$ cat src/rtl/i2c_init_sequencer.sv
// Walks a table of 16-bit codec register words and writes each to one I2C slave.
// Optional NACK retry is enabled by defining I2C_SEQ_RETRY_EN.
module i2c_init_sequencer #(
  parameter int         NUM_REGS    = 10,
  parameter logic [6:0] DEV_ADDR    = 7'h1A,
  parameter int         MAX_RETRIES = 3,
  parameter int         IDX_W       = (NUM_REGS > 1) ? $clog2(NUM_REGS) : 1
) (
  input  logic             sys_clk,
  input  logic             rst,
  input  logic             go,
  output logic [IDX_W-1:0] tbl_idx,
  input  logic [15:0]      tbl_data,
  output logic             i2c_start,
  output logic             i2c_write,
  output logic             i2c_stop,
  output logic [7:0]       i2c_data,
  input  logic             i2c_done,
  input  logic             i2c_status,
  output logic             busy,
  output logic             done,
  output logic             error,
  output logic [IDX_W-1:0] fail_idx
);

  typedef enum logic [3:0] {
    S_IDLE, S_LOAD, S_START, S_ADDR, S_HI,
    S_LO, S_STOP, S_NEXT, S_DONE, S_FAIL
  } state_t;

  localparam logic [IDX_W-1:0] LAST = IDX_W'(NUM_REGS - 1);

  state_t     state;
  state_t     tgt;
  logic       rel;
  logic       nack_flag;
  logic       req_on;
  logic       launch;
  logic       can_retry;
  logic [7:0] tgt_byte;

  assign req_on = i2c_start | i2c_write | i2c_stop;

`ifdef I2C_SEQ_RETRY_EN
  logic [3:0] retry_cnt;
  assign can_retry = retry_cnt < 4'(MAX_RETRIES);
`else
  // Retries disabled: MAX_RETRIES is never negative, so this is constant 0.
  assign can_retry = (MAX_RETRIES < 0);
`endif

  // Decide whether this edge enters (or re-arms) a command state.
  always_comb begin
    launch = 1'b0;
    tgt    = S_START;
    case (state)
      S_LOAD: launch = 1'b1;
      S_START, S_ADDR, S_HI, S_LO, S_STOP: begin
        if (!rel) begin
          // Stale done on entry: raise the request once it drops.
          if (!req_on && !i2c_done) begin
            launch = 1'b1;
            tgt    = state;
          end
        end else if (!i2c_done) begin
          case (state)
            S_START: begin
              launch = 1'b1;
              tgt    = S_ADDR;
            end
            S_ADDR: begin
              launch = 1'b1;
              tgt    = nack_flag ? S_STOP : S_HI;
            end
            S_HI: begin
              launch = 1'b1;
              tgt    = nack_flag ? S_STOP : S_LO;
            end
            S_LO: begin
              launch = 1'b1;
              tgt    = S_STOP;
            end
            default: ;
          endcase
        end
      end
      default: ;
    endcase
  end

  // Byte presented with the request being launched.
  always_comb begin
    case (tgt)
      S_ADDR:  tgt_byte = {DEV_ADDR, 1'b0};
      S_HI:    tgt_byte = tbl_data[15:8];
      S_LO:    tgt_byte = tbl_data[7:0];
      default: tgt_byte = 8'h00;
    endcase
  end

  // Sequencer FSM with registered request and status outputs.
  always_ff @(posedge sys_clk) begin
    if (rst) begin
      state     <= S_IDLE;
      rel       <= 1'b0;
      nack_flag <= 1'b0;
      tbl_idx   <= '0;
      fail_idx  <= '0;
      i2c_start <= 1'b0;
      i2c_write <= 1'b0;
      i2c_stop  <= 1'b0;
      i2c_data  <= 8'h00;
      busy      <= 1'b0;
      done      <= 1'b0;
      error     <= 1'b0;
`ifdef I2C_SEQ_RETRY_EN
      retry_cnt <= 4'd0;
`endif
    end else if (launch) begin
      state <= tgt;
      rel   <= 1'b0;
      if (!i2c_done) begin
        i2c_start <= (tgt == S_START);
        i2c_write <= (tgt == S_ADDR) || (tgt == S_HI) || (tgt == S_LO);
        i2c_stop  <= (tgt == S_STOP);
        i2c_data  <= tgt_byte;
      end
    end else begin
      case (state)
        S_IDLE, S_DONE, S_FAIL: begin
          if (go) begin
            state     <= S_LOAD;
            tbl_idx   <= '0;
            nack_flag <= 1'b0;
            busy      <= 1'b1;
            done      <= 1'b0;
            error     <= 1'b0;
`ifdef I2C_SEQ_RETRY_EN
            retry_cnt <= 4'd0;
`endif
          end
        end
        S_START, S_ADDR, S_HI, S_LO, S_STOP: begin
          if (!rel && req_on && i2c_done) begin
            i2c_start <= 1'b0;
            i2c_write <= 1'b0;
            i2c_stop  <= 1'b0;
            rel       <= 1'b1;
            if (i2c_status && state inside {S_ADDR, S_HI, S_LO})
              nack_flag <= 1'b1;
          end else if (rel && !i2c_done && state == S_STOP) begin
            if (!nack_flag) begin
              state <= S_NEXT;
            end else if (can_retry) begin
`ifdef I2C_SEQ_RETRY_EN
              retry_cnt <= retry_cnt + 4'd1;
`endif
              nack_flag <= 1'b0;
              state     <= S_LOAD;
            end else begin
              state    <= S_FAIL;
              fail_idx <= tbl_idx;
              error    <= 1'b1;
              busy     <= 1'b0;
            end
          end
        end
        S_NEXT: begin
          if (tbl_idx == LAST) begin
            state <= S_DONE;
            done  <= 1'b1;
            busy  <= 1'b0;
          end else begin
            tbl_idx   <= tbl_idx + IDX_W'(1);
            nack_flag <= 1'b0;
            state     <= S_LOAD;
`ifdef I2C_SEQ_RETRY_EN
            retry_cnt <= 4'd0;
`endif
          end
        end
        default: ;
      endcase
    end
  end

endmodule

$ cat config.mk
export PLATFORM = sky130hd
export DESIGN_NAME = i2c_init_sequencer
export DESIGN_NICKNAME = d
export VERILOG_FILES = /design/src/rtl/i2c_init_sequencer.sv
export SDC_FILE = /design/constraint.sdc
export NUM_CORES = 1
export LEC_CHECK = 0
export ABC_CLOCK_PERIOD_IN_PS = 2000
export BUFFER_PORTS_ARGS = -buffer_cell sky130_fd_sc_hd__buf_2
export CORE_ASPECT_RATIO = 0.9
export CORE_MARGIN = 3
export CORE_UTILIZATION = 36
export CTS_BUF_LIST = sky130_fd_sc_hd__clkbuf_8
export CTS_CLUSTER_DIAMETER = 150
export DETAILED_ROUTE_END_ITERATION = 16
export SYNTH_ARGS = -nofsm -noshare
export SYNTH_HDL_FRONTEND = slang
export SYNTH_SLANG_ARGS = --single-unit
export TNS_END_PERCENT = 1
$ cat constraint.sdc
create_clock -name sys_clk -period 2 [get_ports sys_clk]
set_clock_uncertainty 0.2 [all_clocks]
set_input_delay 0.2 -clock sys_clk [delete_from_list [all_inputs] [get_ports sys_clk]]
set_output_delay 0.2 -clock sys_clk [all_outputs]
set_load 0.01 [all_outputs]
# Word level (Yosys, flattened, before mapping)
# Cells that the tools add are included.
[word_totals]
in_bits = 21
ff_bits = 28
wordCells = 128
out_inout_bits = 22
[op_classes]
eq_ne = 27
n_bitwise = 5
mux = 50
add_sub_neg = 1
reduce_logical = 33
[ops]
columns = ["operator", "n"]
rows = [
  ["$mux 4", 11],
  ["$eq 4x3->1 const B", 7],
  ["$mux 1", 27],
  ["$pmux 8 s3", 1],
  ["$eq 4x2->1 const B", 4],
  ["$ne 3x3->1 const B", 5],
  ["$ne 2x2->1 const B", 7],
  ["$eq 4x4->1 const B", 3],
  ["$pmux 3 s4", 1],
  ["$pmux 4 s3", 1],
  ["$reduce_and 4->1", 3],
  ["$reduce_and 6->1", 2],
  ["$pmux 4 s2", 1],
  ["$reduce_bool 2->1", 4],
  ["$reduce_and 7->1", 1],
  ["$logic_and 1x1->1", 6],
  ["$pmux 1 s2", 3],
  ["$pmux 1 s3", 2],
  ["$reduce_bool 3->1", 2],
  ["$reduce_and 5->1", 1],
  ["$reduce_or 5->1", 1],
  ["$add 4x1->4 const B", 1],
  ["$eq 4x1->1 const B", 1],
  ["$logic_not 4->1", 1],
  ["12 further kinds", 20],
]

# Longest topological paths before layout
[depth]
ltp_word = 12
depth_mapped = 7
ltp_nobuf = 7

# Worst setup path before layout
# OpenSTA, ideal clock, no wires.
[synth_timing]
path_type = "flip-flop to flip-flop"
startpoint = "register i2c_write"
endpoint = "register i2c_data[0]"
arrival_time_ns = 1.876
slack_ns = -0.135
t_required_ns = 1.741
stages_incl_launch_ff = 6
path_buffers = 0
path_cell_list = "dfxtp_1 -> or3_1 -> or4_1 -> a21oi_2 -> o211a_4 -> a221o_1"
[synth_between]
elab_chain_cells = 9
word_cells_on_any_way = 15
classes_between = "3 x eq/ne; 7 x mux; 2 x bitwise; 3 x reduce/logical"
[synth_rtl]
columns = ["element", "line", "text"]
rows = [
  ["from (decl)", "15", "output logic i2c_write,"],
  ["from (signal assigned)", "124", "i2c_write <= (tgt == S_ADDR) || (tgt == S_HI) || (tgt == S_LO);"],
  ["$or 1x1->1 * (2 in a row)", "42", "assign req_on = i2c_start | i2c_write | i2c_stop;"],
  ["$logic_not 1->1 *", "61", "if (!req_on && !i2c_done) begin"],
  ["$logic_and 1x1->1 *", "61", ""],
  ["$mux 4", "61", ""],
  ["$mux 4", "59", "if (!rel) begin"],
  ["$mux 4", "56", "case (state)"],
  ["$eq 4x3->1 / $eq 4x2->1 (equally long branches)", "93", "case (tgt)"],
  ["$pmux 8 s3", "93", ""],
  ["to (signal assigned)", "126", "i2c_data <= tgt_byte;"],
  ["to (decl)", "17", "output logic [7:0] i2c_data,"],
]
# Every way passes the cells marked *; elsewhere a longest branch is shown, timed or not.
# A chain may end at the register's enable or synchronous reset.

# Worst setup path after layout
[layout_timing]
startpoint = "register state[2]"
endpoint = "register i2c_data[1]"
[layout_between]
elab_chain_cells = 7
word_cells_on_any_way = 22
classes_between = "9 x eq/ne; 10 x mux; 3 x reduce/logical"
[layout_rtl]
columns = ["element", "line", "text"]
rows = [
  ["from (decl)", "33", "state_t state;"],
  ["from (signal assigned)", "120", "state <= tgt;"],
  ["$eq 4x3->1 / $eq 4x2->1 (equally long branches)", "56, 66", ""],
  ["$pmux 3 s4 / $reduce_or 4->1 (equally long branches)", "n/a", ""],
  ["$mux 3 / $mux 1 (equally long branches)", "65, 66", ""],
  ["$mux 4 / $mux 1 (equally long branches)", "59, 65", ""],
  ["$mux 4 / $mux 1 (equally long branches)", "56, 59", ""],
  ["$eq 4x3->1 (tied with other cells)", "93", ""],
  ["$pmux 8 s3 / $reduce_and 2->1 (equally long branches)", "n/a", ""],
]
# Several ways; a longest one is shown, not always the timed one.

==> impl_metrics.py <==
metrics = {
    "route": {
        "drtAntennaViolNets": 0,
        "firstDrtPassIters": 4,
        "wire_per_inst_um": 16.3,
        "routed_wl_um": 5320,
        "vias": 1800,
        "dr.first_iter.drc_count": 116,
        "route.detailed.drc": 0,
        "routed_via_density": 5.52,
    },
    "cells_and_area": {
        "final_nets": 302,
        "area_growth_pct": 58.9,
        "multi_input_area_mm2": 0.00104,
        "seq_area_um2": 569,
        "fill_cells": 361,
        "utilization": 0.602,
        "antenna_cells": 0,
        "final_area_mm2": 0.00248,
        "drive_gt1_frac": 0.471,
    },
    "clock_tree": {
        "cts_tree": "built",
        "cts-root-buf": "clkbuf_8",
        "clkTransAtPathRegs_ns": 0.10,
        "cts_sinks": 28,
        "insertion_delay_ns": 0.28,
        "htree_levels": 1,
        "clock_path_buffers": 2,
        "numCtsBuffers": 3,
    },
    "die": {
        "coreArea_mm2": 0.00413,
        "rows": 22,
        "io_pins": 43,
        "initial_core_util": 0.379,
        "die_w_um": 75.5,
        "die-area_mm2": 0.00517,
        "die_h_um": 68.5,
    },
    "placed_design": {
        "place_congestion": 0.862,
        "postPlaceCellArea_mm2": 0.00212,
        "numPortBuffers": 42,
        "hpwl_um": 3480,
    },
    "logic_synthesis": {
        "synth_cell_type_count": 55,
        "syn-num-nets": 201,
        "syn-cell-area_mm2": 0.00156,
        "synth-async-reset-ratio": 0,
        "seq_area_frac_synth": 0.358,
        "synth_seq_cells": 28,
        "yosysWarningCount": 0,
        "yosys.area.top_type": "dfxtp_1",
        "yosysMostFrequentCell": "dfxtp_1",
        "ys.flop_type": "dfxtp_1",
        "synth_top_area_frac": 0.358,
        "syn_inst": 178,
        "yosys-top-cells-count": "dfxtp_1, nor2_1, nand2_1, and3_1",
        "yosys-top-cells-area": "dfxtp_1, nor2_1, a221o_1, and3_1, mux2i_1",
        "synth_edf_count": 0,
        "avgSynthCellArea_um2": 8.79,
    },
    "critical_path": {
        "cp-end-kind": "flop",
        "cp_slowest_cell": "a2111o_1",
        "path_cells": "or3b_4 -> a211o_1 -> a2111o_1 -> nor2_4 -> a221o_1",
        "path_class": "flop to flop",
        "r2r-start": "state[2]$_SDFFE_PP0P_",
        "critPathMaxFanout": 6,
        "max_stage_delay_ns": 0.48,
        "crit_arrival_ns": 2.16,
        "worstSetupStartpoint": "state[2]$_SDFFE_PP0P_",
        "cp.required_ns": 2.03,
        "crit_path_start_kind": "flop",
    },
    "timing": {
        "rsz0062_at_grt": "yes",
        "drv_slew": 0,
        "relSlewSlack": 0.702,
        "worst_slew_pin_slew_ns": 0.435,
        "period_needed_ns": 2.13,
        "fin_ws_ns": -0.127,
        "fin_crit_sh": 1.06,
        "setup_viol": 12,
        "fmax_ghz": 0.470,
        "hold_viol": 0,
        "tns_ns": -1.19,
    },
    "grt": {
        "grt_pass1_vias": 1715,
        "globalRouteTotalUtil": 0.203,
        "grt_start_max_net_pins": 17,
        "grt_pass1_wl_um": 7990,
        "antenna_found_initial": 0,
        "grt-ovfl-total": 0,
    },
    "run": {
        "drv_cap": 0,
    },
    "worst_hold_path": {
        "min-delay-start": "i2c_status",
        "min_path_type": "input port to flop",
    },
    "outcome": {
        "status": "finished, violations left",
        "violations": "setup timing",
    },
    "pwr": {
        "leakage_nw": 1.15,
        "ir_worst_vdd_mv": 0.681,
        "power-per-cell-area_mw_per_mm2": 1100,
        "design_power_total_mw": 2.74,
    },
}
==> layer usage <==
layer / track usage / share of wire / routed length, um
met4: 0.0459 / 0.012 / 63
met5: 0 / 0 / 0
met3: 0.0319 / 0.055 / 292
met2: 0.343 / 0.49 / 2590
met1: 0.273 / 0.45 / 2370
==> through the flow <==
step	hold WS (ns)	cells	setup slack, ns
after floorplan	0.138	178	-0.112
after global placement	0.226	301	-0.157
after detailed placement	0.233	301	-0.197
after CTS	0.0277	322	-0.129
after global routing	0.0482	326	-0.155
final	0.0369	326	-0.127
==> logic make-up (layout without fill, tap and decap cells) <==
kind of cell | after synthesis | after routing | synth area share
AND/OR/NAND/NOR | 70 | 70 | 0.246
AO/OA/AOI/OAI | 55 | 55 | 0.288
flip-flops | 28 | 28 | 0.358
buffers and inverters | 15 | 115 | 0.0416
multiplexers | 4 | 4 | 0.0256
adder cells (fa/ha/maj) | 3 | 3 | 0.0232
XOR/XNOR | 3 | 3 | 0.0168
==> placed cells by master, fill, tap and decap left out, types with 2 or more instances in the layout <==
cell type / instances
a21oi_1: 6
dlygate4sd3_1: 10
o21ai_1: 2
dfxtp_4: 2
buf_4: 51
inv_1: 5
nor2_1: 17
a211o_1: 3
a21o_1: 2
a221o_1: 5
xor2_1: 2
mux2i_1: 4
nor2_2: 2
nand2_1: 9
or3b_4: 3
or3_4: 2
buf_6: 3
a31oi_1: 4
a211oi_2: 2
clkbuf_8: 3
ha_1: 2
nor3_1: 2
nand2b_1: 3
buf_2: 42
nand3_1: 6
o211ai_1: 4
a2111o_1: 2
nor3_2: 3
a22oi_1: 4
nor2b_1: 3
o2111ai_1: 4
dfxtp_1: 25
and3_1: 6
nand4_1: 2
==> repair_timing <==
item	4_1_cts	5_1_grt
hold buffers	10	0
pin swaps	10	17
endpoints found under the setup margin	16	23
buffers inserted	7	4
hold endpoints to repair	5	0
gates resized for setup	13	16
==> worst paths after layout <==
kind	end	slack [ns]	depth (start not counted)
setup / recovery	i2c_data[1]$_SDFFE_PP0P_	-0.13	5
hold / removal	nack_flag$_SDFFE_PP0P_	0.04	3
setup reg to reg	i2c_data[1]$_SDFFE_PP0P_	-0.13	5
hold reg to reg	error$_SDFFE_PP0P_	0.27	2
==> power by group <==
group          internal (mW)  leakage [nW]  switching [mW]
sequential             0.642         0.229          0.0806
combinational          0.814         0.883           0.754
clock                  0.268        0.0357           0.179
==> state kept, by name (all words and copies together) (netlist names) <==
name / cells
i2c_stop: 1
i2c_data: 8
i2c_start: 1
state: 4
done: 1
error: 1
busy: 1
tbl_idx: 4
i2c_write: 1
fail_idx: 4
nack_flag: 1
rel: 1
==> critical path, delay by kind of cell, from the launching register on <==
family / cells / cell delay, ns
compound gates: 3 / 0.92
simple gates: 2 / 0.57
flops: 1 / 0.39
==> cell type report <==
type                       count  share of cell area
clock buffer                   3              0.0166
clock inverter                 1              0.0121
inverter                       5             0.00755
multi-input combinational    135               0.418
sequential                    28               0.229
tap                           48              0.0242
timing repair buffer         106               0.293
Note: power is estimated with default switching activity, not from simulation.
